File: src/rtl/agu_pkg.sv
// Shared definitions for the AGU stage sequencer: FSM state encoding,
// default geometry and the popcount helper used by the bank mapper.
package agu_pkg;

  localparam int AGU_LANES   = 16;
  localparam int AGU_D_WIDTH = 10;

  typedef enum logic [1:0] {
    ST_IDLE   = 2'd0,
    ST_RUN_K1 = 2'd1,
    ST_RUN_K2 = 2'd2,
    ST_DONE   = 2'd3
  } agu_state_e;

  // Population count of a 32-bit word (result 0..32).
  function automatic logic [5:0] popcount32(input logic [31:0] v);
    logic [5:0] c;
    c = 6'd0;
    for (int i = 0; i < 32; i++) begin
      c = c + {5'd0, v[i]};
    end
    return c;
  endfunction

endpackage

File: src/rtl/agu_bank_map.sv
// Bank mapper for one lane: ma = (offset + popcount(addr)) mod LANES,
// zero-extended to D_WIDTH.
module agu_bank_map
  import agu_pkg::*;
#(
  parameter int  LANES   = AGU_LANES,
  parameter int  D_WIDTH = AGU_D_WIDTH,
  localparam int LB      = $clog2(LANES)
) (
  input  logic [LB-1:0]      offset,
  input  logic [D_WIDTH-1:0] addr,
  output logic [D_WIDTH-1:0] ma
);

  logic [5:0] pc_s;
  logic [5:0] sum_s;

  // Offset plus popcount stays below 64, so a 6-bit sum never overflows.
  always_comb begin
    pc_s  = popcount32(32'(addr));
    sum_s = {{(6-LB){1'b0}}, offset} + pc_s;
    ma    = D_WIDTH'(sum_s % 6'(LANES));
  end

endmodule

File: src/rtl/agu_stage_sequencer.sv
// Sequences radix-LANES (k1) stages and an optional radix-2 (k2) stage,
// emitting per-lane bank/address indices with a valid/ready handshake.
module agu_stage_sequencer
  import agu_pkg::*;
#(
  parameter int LANES         = 16,
  parameter int D_WIDTH       = 10,
  parameter int GROUPS        = 64,
  parameter int NUM_K1_STAGES = 2
) (
  input  logic                          clk,
  input  logic                          rst,
  input  logic                          start,
  input  logic                          k2_en,
  output logic                          ready,
  output logic                          out_valid,
  input  logic                          out_ready,
  output logic [LANES-1:0][D_WIDTH-1:0] MA_idx,
  output logic [LANES-1:0][D_WIDTH-1:0] BN_idx,
  output logic                          last_stage,
  output logic [D_WIDTH-1:0]            stage_out,
  output logic                          done
);

  localparam int LB    = $clog2(LANES);
  localparam int GW    = (GROUPS > 1) ? $clog2(GROUPS) : 1;
  localparam int PAIRS = GROUPS * LANES / 2;
  localparam int PW    = (PAIRS > 1) ? $clog2(PAIRS) : 1;

  agu_state_e         state_r, next_state_s;
  logic [GW-1:0]      group_r, group_s;
  logic [D_WIDTH-1:0] stage_r, stage_s;
  logic [PW-1:0]      pair_r, pair_s;
  logic               k2_r, k2_s;
  logic               fire_s;

  assign fire_s = out_valid && out_ready;

  // State and counter register.
  always_ff @(posedge clk) begin
    if (rst) begin
      state_r <= ST_IDLE;
      group_r <= '0;
      stage_r <= '0;
      pair_r  <= '0;
      k2_r    <= 1'b0;
    end else begin
      state_r <= next_state_s;
      group_r <= group_s;
      stage_r <= stage_s;
      pair_r  <= pair_s;
      k2_r    <= k2_s;
    end
  end

  // Next-state and counter advance; counters move only on an accepted beat.
  always_comb begin
    next_state_s = state_r;
    group_s      = group_r;
    stage_s      = stage_r;
    pair_s       = pair_r;
    k2_s         = k2_r;
    case (state_r)
      ST_IDLE: begin
        if (start) begin
          next_state_s = ST_RUN_K1;
          group_s      = '0;
          stage_s      = '0;
          pair_s       = '0;
          k2_s         = k2_en;
        end else begin
          next_state_s = ST_IDLE;
        end
      end
      ST_RUN_K1: begin
        if (!fire_s) begin
          next_state_s = ST_RUN_K1;
        end else if (group_r != GW'(GROUPS - 1)) begin
          group_s = group_r + GW'(1);
        end else begin
          group_s = '0;
          if (stage_r != D_WIDTH'(NUM_K1_STAGES - 1)) begin
            stage_s = stage_r + D_WIDTH'(1);
          end else if (k2_r) begin
            next_state_s = ST_RUN_K2;
            stage_s      = D_WIDTH'(NUM_K1_STAGES);
            pair_s       = '0;
          end else begin
            next_state_s = ST_DONE;
          end
        end
      end
      ST_RUN_K2: begin
        if (!fire_s) begin
          next_state_s = ST_RUN_K2;
        end else if (pair_r != PW'(PAIRS - 1)) begin
          pair_s = pair_r + PW'(1);
        end else begin
          next_state_s = ST_DONE;
        end
      end
      ST_DONE: begin
        next_state_s = ST_IDLE;
      end
      default: begin
        next_state_s = ST_IDLE;
      end
    endcase
  end

  logic [D_WIDTH-1:0]            e0_s, e1_s, bn0_s, bn1_s;
  logic [LANES-1:0][LB-1:0]      lane_off_s;
  logic [LANES-1:0][D_WIDTH-1:0] lane_addr_s;
  logic [LANES-1:0][D_WIDTH-1:0] lane_ma_s;
  logic [LANES-1:0]              lane_en_s;
  logic [LANES-1:0][D_WIDTH-1:0] ma_nx_s;
  logic [LANES-1:0][D_WIDTH-1:0] bn_nx_s;
  logic                          valid_nx_s, ready_nx_s, done_nx_s, last_nx_s;
  logic [D_WIDTH-1:0]            stage_nx_s;

  // Lane operands for the beat that will be presented after this edge.
  always_comb begin
    e0_s        = D_WIDTH'({pair_s, 1'b0});
    e1_s        = D_WIDTH'({pair_s, 1'b1});
    bn0_s       = e0_s >> LB;
    bn1_s       = e1_s >> LB;
    lane_off_s  = '0;
    lane_addr_s = '0;
    lane_en_s   = '0;
    case (next_state_s)
      ST_RUN_K1: begin
        for (int j = 0; j < LANES; j++) begin
          lane_off_s[j]  = LB'(j);
          lane_addr_s[j] = D_WIDTH'(group_s);
          lane_en_s[j]   = 1'b1;
        end
      end
      ST_RUN_K2: begin
        lane_off_s[0]  = e0_s[LB-1:0];
        lane_addr_s[0] = bn0_s;
        lane_en_s[0]   = 1'b1;
        lane_off_s[1]  = e1_s[LB-1:0];
        lane_addr_s[1] = bn1_s;
        lane_en_s[1]   = 1'b1;
      end
      default: begin
        lane_en_s = '0;
      end
    endcase
  end

  for (genvar j = 0; j < LANES; j++) begin : g_lane
    agu_bank_map #(
      .LANES   (LANES),
      .D_WIDTH (D_WIDTH)
    ) u_bank_map (
      .offset (lane_off_s[j]),
      .addr   (lane_addr_s[j]),
      .ma     (lane_ma_s[j])
    );
    assign ma_nx_s[j] = lane_en_s[j] ? lane_ma_s[j]   : '0;
    assign bn_nx_s[j] = lane_en_s[j] ? lane_addr_s[j] : '0;
  end

  // Status outputs derived from the upcoming state.
  always_comb begin
    valid_nx_s = (next_state_s == ST_RUN_K1) || (next_state_s == ST_RUN_K2);
    ready_nx_s = (next_state_s == ST_IDLE);
    done_nx_s  = (next_state_s == ST_DONE);
    last_nx_s  = (next_state_s == ST_RUN_K2);
    if (valid_nx_s) begin
      stage_nx_s = stage_s;
    end else begin
      stage_nx_s = '0;
    end
  end

  // Output register.
  always_ff @(posedge clk) begin
    if (rst) begin
      ready      <= 1'b1;
      out_valid  <= 1'b0;
      done       <= 1'b0;
      last_stage <= 1'b0;
      stage_out  <= '0;
      MA_idx     <= '0;
      BN_idx     <= '0;
    end else begin
      ready      <= ready_nx_s;
      out_valid  <= valid_nx_s;
      done       <= done_nx_s;
      last_stage <= last_nx_s;
      stage_out  <= stage_nx_s;
      MA_idx     <= ma_nx_s;
      BN_idx     <= bn_nx_s;
    end
  end

endmodule

File: config.mk
export PLATFORM = sky130hd
export DESIGN_NAME = agu_stage_sequencer
export DESIGN_NICKNAME = d
export VERILOG_FILES = /design/src/rtl/agu_pkg.sv /design/src/rtl/agu_bank_map.sv /design/src/rtl/agu_stage_sequencer.sv
export SDC_FILE = /design/constraint.sdc
export NUM_CORES = 1
export LEC_CHECK = 0
export CORE_AREA = 2 2 131 133
export DETAILED_ROUTE_END_ITERATION = 8
export DIE_AREA = 0 0 133 135
export PLACE_DENSITY_LB_ADDON = 0.3
export SLEW_MARGIN = 20
export SYNTH_ARGS = -nofsm -noshare
export SYNTH_HDL_FRONTEND = slang
export SYNTH_SLANG_ARGS = --single-unit
File: constraint.sdc
create_clock -name clk -period 10 [get_ports clk]
set_input_delay 2 -clock clk [delete_from_list [all_inputs] [get_ports clk]]
set_output_delay 2 -clock clk [all_outputs]
set_load 0.01 [all_outputs]
==> results_tabular.tex <==
\begin{tabular}{lr}
\hline
Metric & Value \\
\hline
\multicolumn{2}{l}{\textbf{Status}} \\
\quad Result of the run & complete, no violations \\
\multicolumn{2}{l}{\textbf{Route}} \\
\quad Routed wirelength normalized by instance count & 13.9 µm \\
\quad Detailed router's first-iteration violation count & 215 \\
\quad Total via count in the routed design & 4622 \\
\quad Average via count per standard cell & approximately 4.4 \\
\quad Antenna violation net count after detailed routing & 0 \\
\quad First-pass iteration count of the detailed router & 5 \\
\quad Number of remaining DRC errors & 0 \\
\quad DRT Wirelength & 14500 µm \\
\multicolumn{2}{l}{\textbf{Synth}} \\
\quad Number of different library cells in the post-synthesis netlist & 62 \\
\quad Synth Register Bits & 90 \\
\quad Most common cell in the netlist & sky130\_fd\_sc\_hd\_\_buf\_4 \\
\quad Main synth FF type & sky130\_fd\_sc\_hd\_\_dfxtp\_1 \\
\quad Mean instance size in the synthesized netlist & 8.52 µm² \\
\quad Synthesis Warnings & 0 \\
\quad Leading area contributor after synthesis & sky130\_fd\_sc\_hd\_\_buf\_4 \\
\quad Share of the synthesized area in the top cell type & 0.313 \\
\quad Synth Cell Area & 6540 µm² \\
\quad Number of flops mapped to enable cells by yosys & 0 \\
\quad Part of the Yosys area used for sequential elements & 0.275 \\
\quad Cell count after synthesis & approximately 770 \\
\quad Ranking of synthesized cells by instance count & sky130\_fd\_sc\_hd\_\_buf\_4 (273), sky130\_fd\_sc\_hd\_\_dfxtp\_1 (90), sky130\_fd\_sc\_hd\_\_nor2\_1 (61) \\
\quad Share of flip-flops with an asynchronous set or reset after synthesis & 0 \\
\quad Largest cells by area after synthesis & sky130\_fd\_sc\_hd\_\_buf\_4 (31\%), sky130\_fd\_sc\_hd\_\_dfxtp\_1 (28\%), sky130\_fd\_sc\_hd\_\_ha\_1 (5.2\%), sky130\_fd\_sc\_hd\_\_fa\_1 (4.3\%), sky130\_fd\_sc\_hd\_\_nor2\_1 (3.5\%) \\
\multicolumn{2}{l}{\textbf{Hold path}} \\
\quad Type of the worst min-delay path & reg -> reg \\
\quad HP Start & k2\_r \\
\quad Instance count along the most critical hold path & 2 \\
\quad Hold worst-path end & k2\_r \\
\multicolumn{2}{l}{\textbf{Power and ir drop}} \\
\quad VDD IR max & 0.0811 mV \\
\quad Logic gate share of total power & 0.124 \\
\quad Sequential group share of total power & 0.473 \\
\quad Int Pwr & 567 µW \\
\quad Switching share of power & 0.277 \\
\quad Reported net switching power & 217 µW \\
\quad Power after layout & between 700 and 800 µW \\
\quad Clock network fraction of total power & 0.404 \\
\quad Leakage dissipation & 0.00301 µW \\
\quad Power density over the cells & 107 nW/µm² \\
\multicolumn{2}{l}{\textbf{Global routing}} \\
\quad Number of global-route vias before repair & 3897 \\
\quad Global-route usage over all layers & 0.152 \\
\quad Number of antenna violations at the first check in global routing & 0 \\
\quad Global-route wire length before repair & about 22000 µm \\
\quad Maximum number of pins on one net before global-route repair & 36 \\
\quad Global route overflow & 0 \\
\multicolumn{2}{l}{\textbf{Clock tree}} \\
\quad Cell chosen for the clock root & sky130\_fd\_sc\_hd\_\_clkbuf\_16 \\
\quad Clock Tree Buf Depth & 2 \\
\quad Post-CTS setup buffer count & 0 \\
\quad Number of resized instances in the post-cts repair step & 0 \\
\quad Clock-pin slew reported for the worst setup and hold paths after clock tree synthesis & 0.07 ns \\
\quad Clock tree from TritonCTS & done \\
\quad Total number of H-tree levels & 3 \\
\quad CTS hold repair buffers & 0 \\
\quad Insertion delay of the later-clocked pin in the worst-skew pair & between 0.3 and 0.4 ns \\
\quad Number of buffers inserted during clock tree synthesis & 9 \\
\quad Clock tree sinks & 90 \\
\multicolumn{2}{l}{\textbf{STA}} \\
\quad Final Max Slew Viols & 0 \\
\quad Headroom to the max-slew limit & 0.303 \\
\quad Maximum clock frequency & 0.144 GHz \\
\quad Final critical delay including setup and external delays & 6.94 ns \\
\quad Portion of the clock cycle consumed by the worst path in the final layout & 0.694 \\
\quad Slew of the pin with the lowest slew margin & between 1 and 1.5 ns \\
\quad Unrepaired setup endpoints after global routing & no \\
\quad Number of failing setup endpoints in the final timing report & 0 \\
\quad Worst Clk Skew & 0.00825 ns \\
\quad Number of hold-slack violations in the final timing report & 0 \\
\quad Final TNS setup & 0 ns \\
\multicolumn{2}{l}{\textbf{Die}} \\
\quad Rows & 47 \\
\quad Die area & between 15000 and 20000 µm² \\
\quad Core box area & 16400 µm² \\
\quad Number of top-level pins & 339 \\
\quad Vertical die dimension & 135 µm \\
\quad Initial core utilization & 0.399 \\
\quad Die W & 133 µm \\
\multicolumn{2}{l}{\textbf{Worst setup path}} \\
\quad Req. time, crit path & 10.28 ns \\
\quad Worst Reg-to-Reg Cells & 22 \\
\quad Maximum fanout count along the critical path & 10 \\
\quad Signal arrival time at the worst endpoint & 7.22 ns \\
\quad CP Capture Type & register \\
\quad Worst setup SP type & primary input \\
\quad Reg2reg start & stage\_r[0] \\
\quad FF-to-FF setup slack & approximately 4.3 ns \\
\quad Capturing point of the worst reg2reg path & MA\_idx[13] \\
\quad Setup Crit Path Kind & in -> reg \\
\multicolumn{2}{l}{\textbf{Placed design}} \\
\quad Weighted congestion at the end of routability-driven global placement & 0.896 \\
\quad Post-DP HPWL & 11500 µm \\
\quad Port Buf Inserts & $\sim$180 \\
\quad Area after DPL & 7070 µm² \\
\multicolumn{2}{l}{\textbf{Finish}} \\
\quad Nets@finish & 867 \\
\quad Post-route design area & 7350 µm² \\
\quad Fraction of final layout cells with drive strength greater than 1 & 0.0412 \\
\quad Final standard cell utilization of the core & 0.448 \\
\quad Synthesis-to-finish area growth & 12.3\% \\
\quad Number of antenna diodes & 0 \\
\multicolumn{2}{l}{\textbf{Flow run}} \\
\quad Maximum Capacitance Violations & 0 \\
\hline
\end{tabular}
final cells by class:
type	count	area [µm²]
inverter	32	120
clock buffer	10	229
timing repair buffer	179	1790
clock inverter	6	48.8
tap	220	275
sequential	90	1800
fill	1610	9060
multi-input combinational	509	3080
stage by stage:
stage                     instances  hold slack, ns  setup WS [ns]
after CTS                      1046           0.506           3.04
final                          1046           0.512           3.06
after detailed placement       1030           0.493           2.71
after global routing           1046           0.552           2.59
after floorplan                 927           0.463           3.63
after global placement         1030           0.488           2.82
cells in the final DEF (no fill, tap or decap), drive strengths merged, types with 8 or more instances in the layout:
master | synthesis | routed
nand2 | 24 | 24
fa | 14 | 14
clkdlybuf4s50 | 0 | 178
and2 | 15 | 15
inv | 31 | 33
ha | 27 | 27
conb | 1 | 160
clkbuf | 23 | 10
a21oi | 21 | 21
a31oi | 10 | 10
nor3 | 17 | 17
and3 | 9 | 9
o21ai | 13 | 13
xor2 | 8 | 8
xnor2 | 8 | 8
nand3 | 20 | 20
dfxtp | 90 | 90
nor2 | 61 | 61
metal layers:
metal | vias to the layer above | share of wire | track usage | routed length (µm)
met3 | 17 | 0.072 | 0.0274 | 1040
met1 | 2179 | 0.42 | 0.198 | 6090
met5 | - | 0 | 0 | 0
met4 | 0 | 0.013 | 0.0460 | 182
li1 | 2231 | - | - | -
met2 | 195 | 0.50 | 0.257 | 7190
power by group through the flow:
| stage | logic (µW) | registers [µW] | clock network (µW) |
|---|---|---|---|
| 3_3_place_gp | 95.0 | 379 | 0 |
| 5_1_grt | 106 | 371 | 337 |
| 2_1_floorplan | 114 | 379 | 0 |
| 6_report | 96.9 | 370 | 316 |
| 3_5_place_dp | 95.3 | 379 | 0 |
| 4_1_cts | 95.7 | 371 | 323 |
sequential cells by signal, summed over array words and instances (netlist names), 2 cells and up:
| register | cells |
|---|---|
| MA_idx | 36 |
| BN_idx | 12 |
| stage_out | 10 |
| stage_r | 10 |
| pair_r | 9 |
| group_r | 6 |
| state_r | 2 |
kinds of logic (layout without fill, tap and decap cells):
| group | count (synthesis) | count (layout) | synth area share |
|---|---|---|---|
| muxes | 8 | 8 | 0.0126 |
| and+or+nand+nor | 191 | 191 | 0.152 |
| adders and majority gates | 41 | 41 | 0.0945 |
| xor gates and xnor gates | 16 | 16 | 0.0214 |
| buffers and inverters | 328 | 227 | 0.345 |
| DFF | 90 | 90 | 0.275 |
| other | 1 | 160 | 0.000573 |
| AOI/OAI and AO/OA | 93 | 93 | 0.0983 |
worst max path at each step:
stage          startpoint         end  depth (start not counted)
3_3_place_gp    out_ready  MA_idx[13]                         22
2_1_floorplan   out_ready  MA_idx[13]                         22
3_5_place_dp    out_ready  MA_idx[13]                         22
4_1_cts         out_ready  MA_idx[13]                         22
6_report        out_ready  MA_idx[13]                         22
5_1_grt         out_ready  MA_idx[13]                         22
critical path, cell delays in order:
cell and delay [ns]:
sky130_fd_sc_hd__clkdlybuf4s50_1 0.59, sky130_fd_sc_hd__nand3_1 0.16, sky130_fd_sc_hd__nor4_4 0.35, sky130_fd_sc_hd__a31oi_1 0.13
sky130_fd_sc_hd__o21ai_0 0.46, sky130_fd_sc_hd__inv_1 0.13, sky130_fd_sc_hd__ha_1 0.38, sky130_fd_sc_hd__inv_1 0.20
sky130_fd_sc_hd__a21oi_1 0.09, sky130_fd_sc_hd__a311oi_1 0.30, sky130_fd_sc_hd__nor2_1 0.09, sky130_fd_sc_hd__ha_1 0.30
sky130_fd_sc_hd__inv_1 0.05, sky130_fd_sc_hd__fa_1 0.48, sky130_fd_sc_hd__inv_1 0.07, sky130_fd_sc_hd__fa_1 0.39
sky130_fd_sc_hd__ha_1 0.28, sky130_fd_sc_hd__a21oi_1 0.15, sky130_fd_sc_hd__o21bai_1 0.09, sky130_fd_sc_hd__xnor2_1 0.14
sky130_fd_sc_hd__or2_2 0.27, sky130_fd_sc_hd__mux2i_1 0.11
Note: power is estimated with default switching activity, not from simulation.
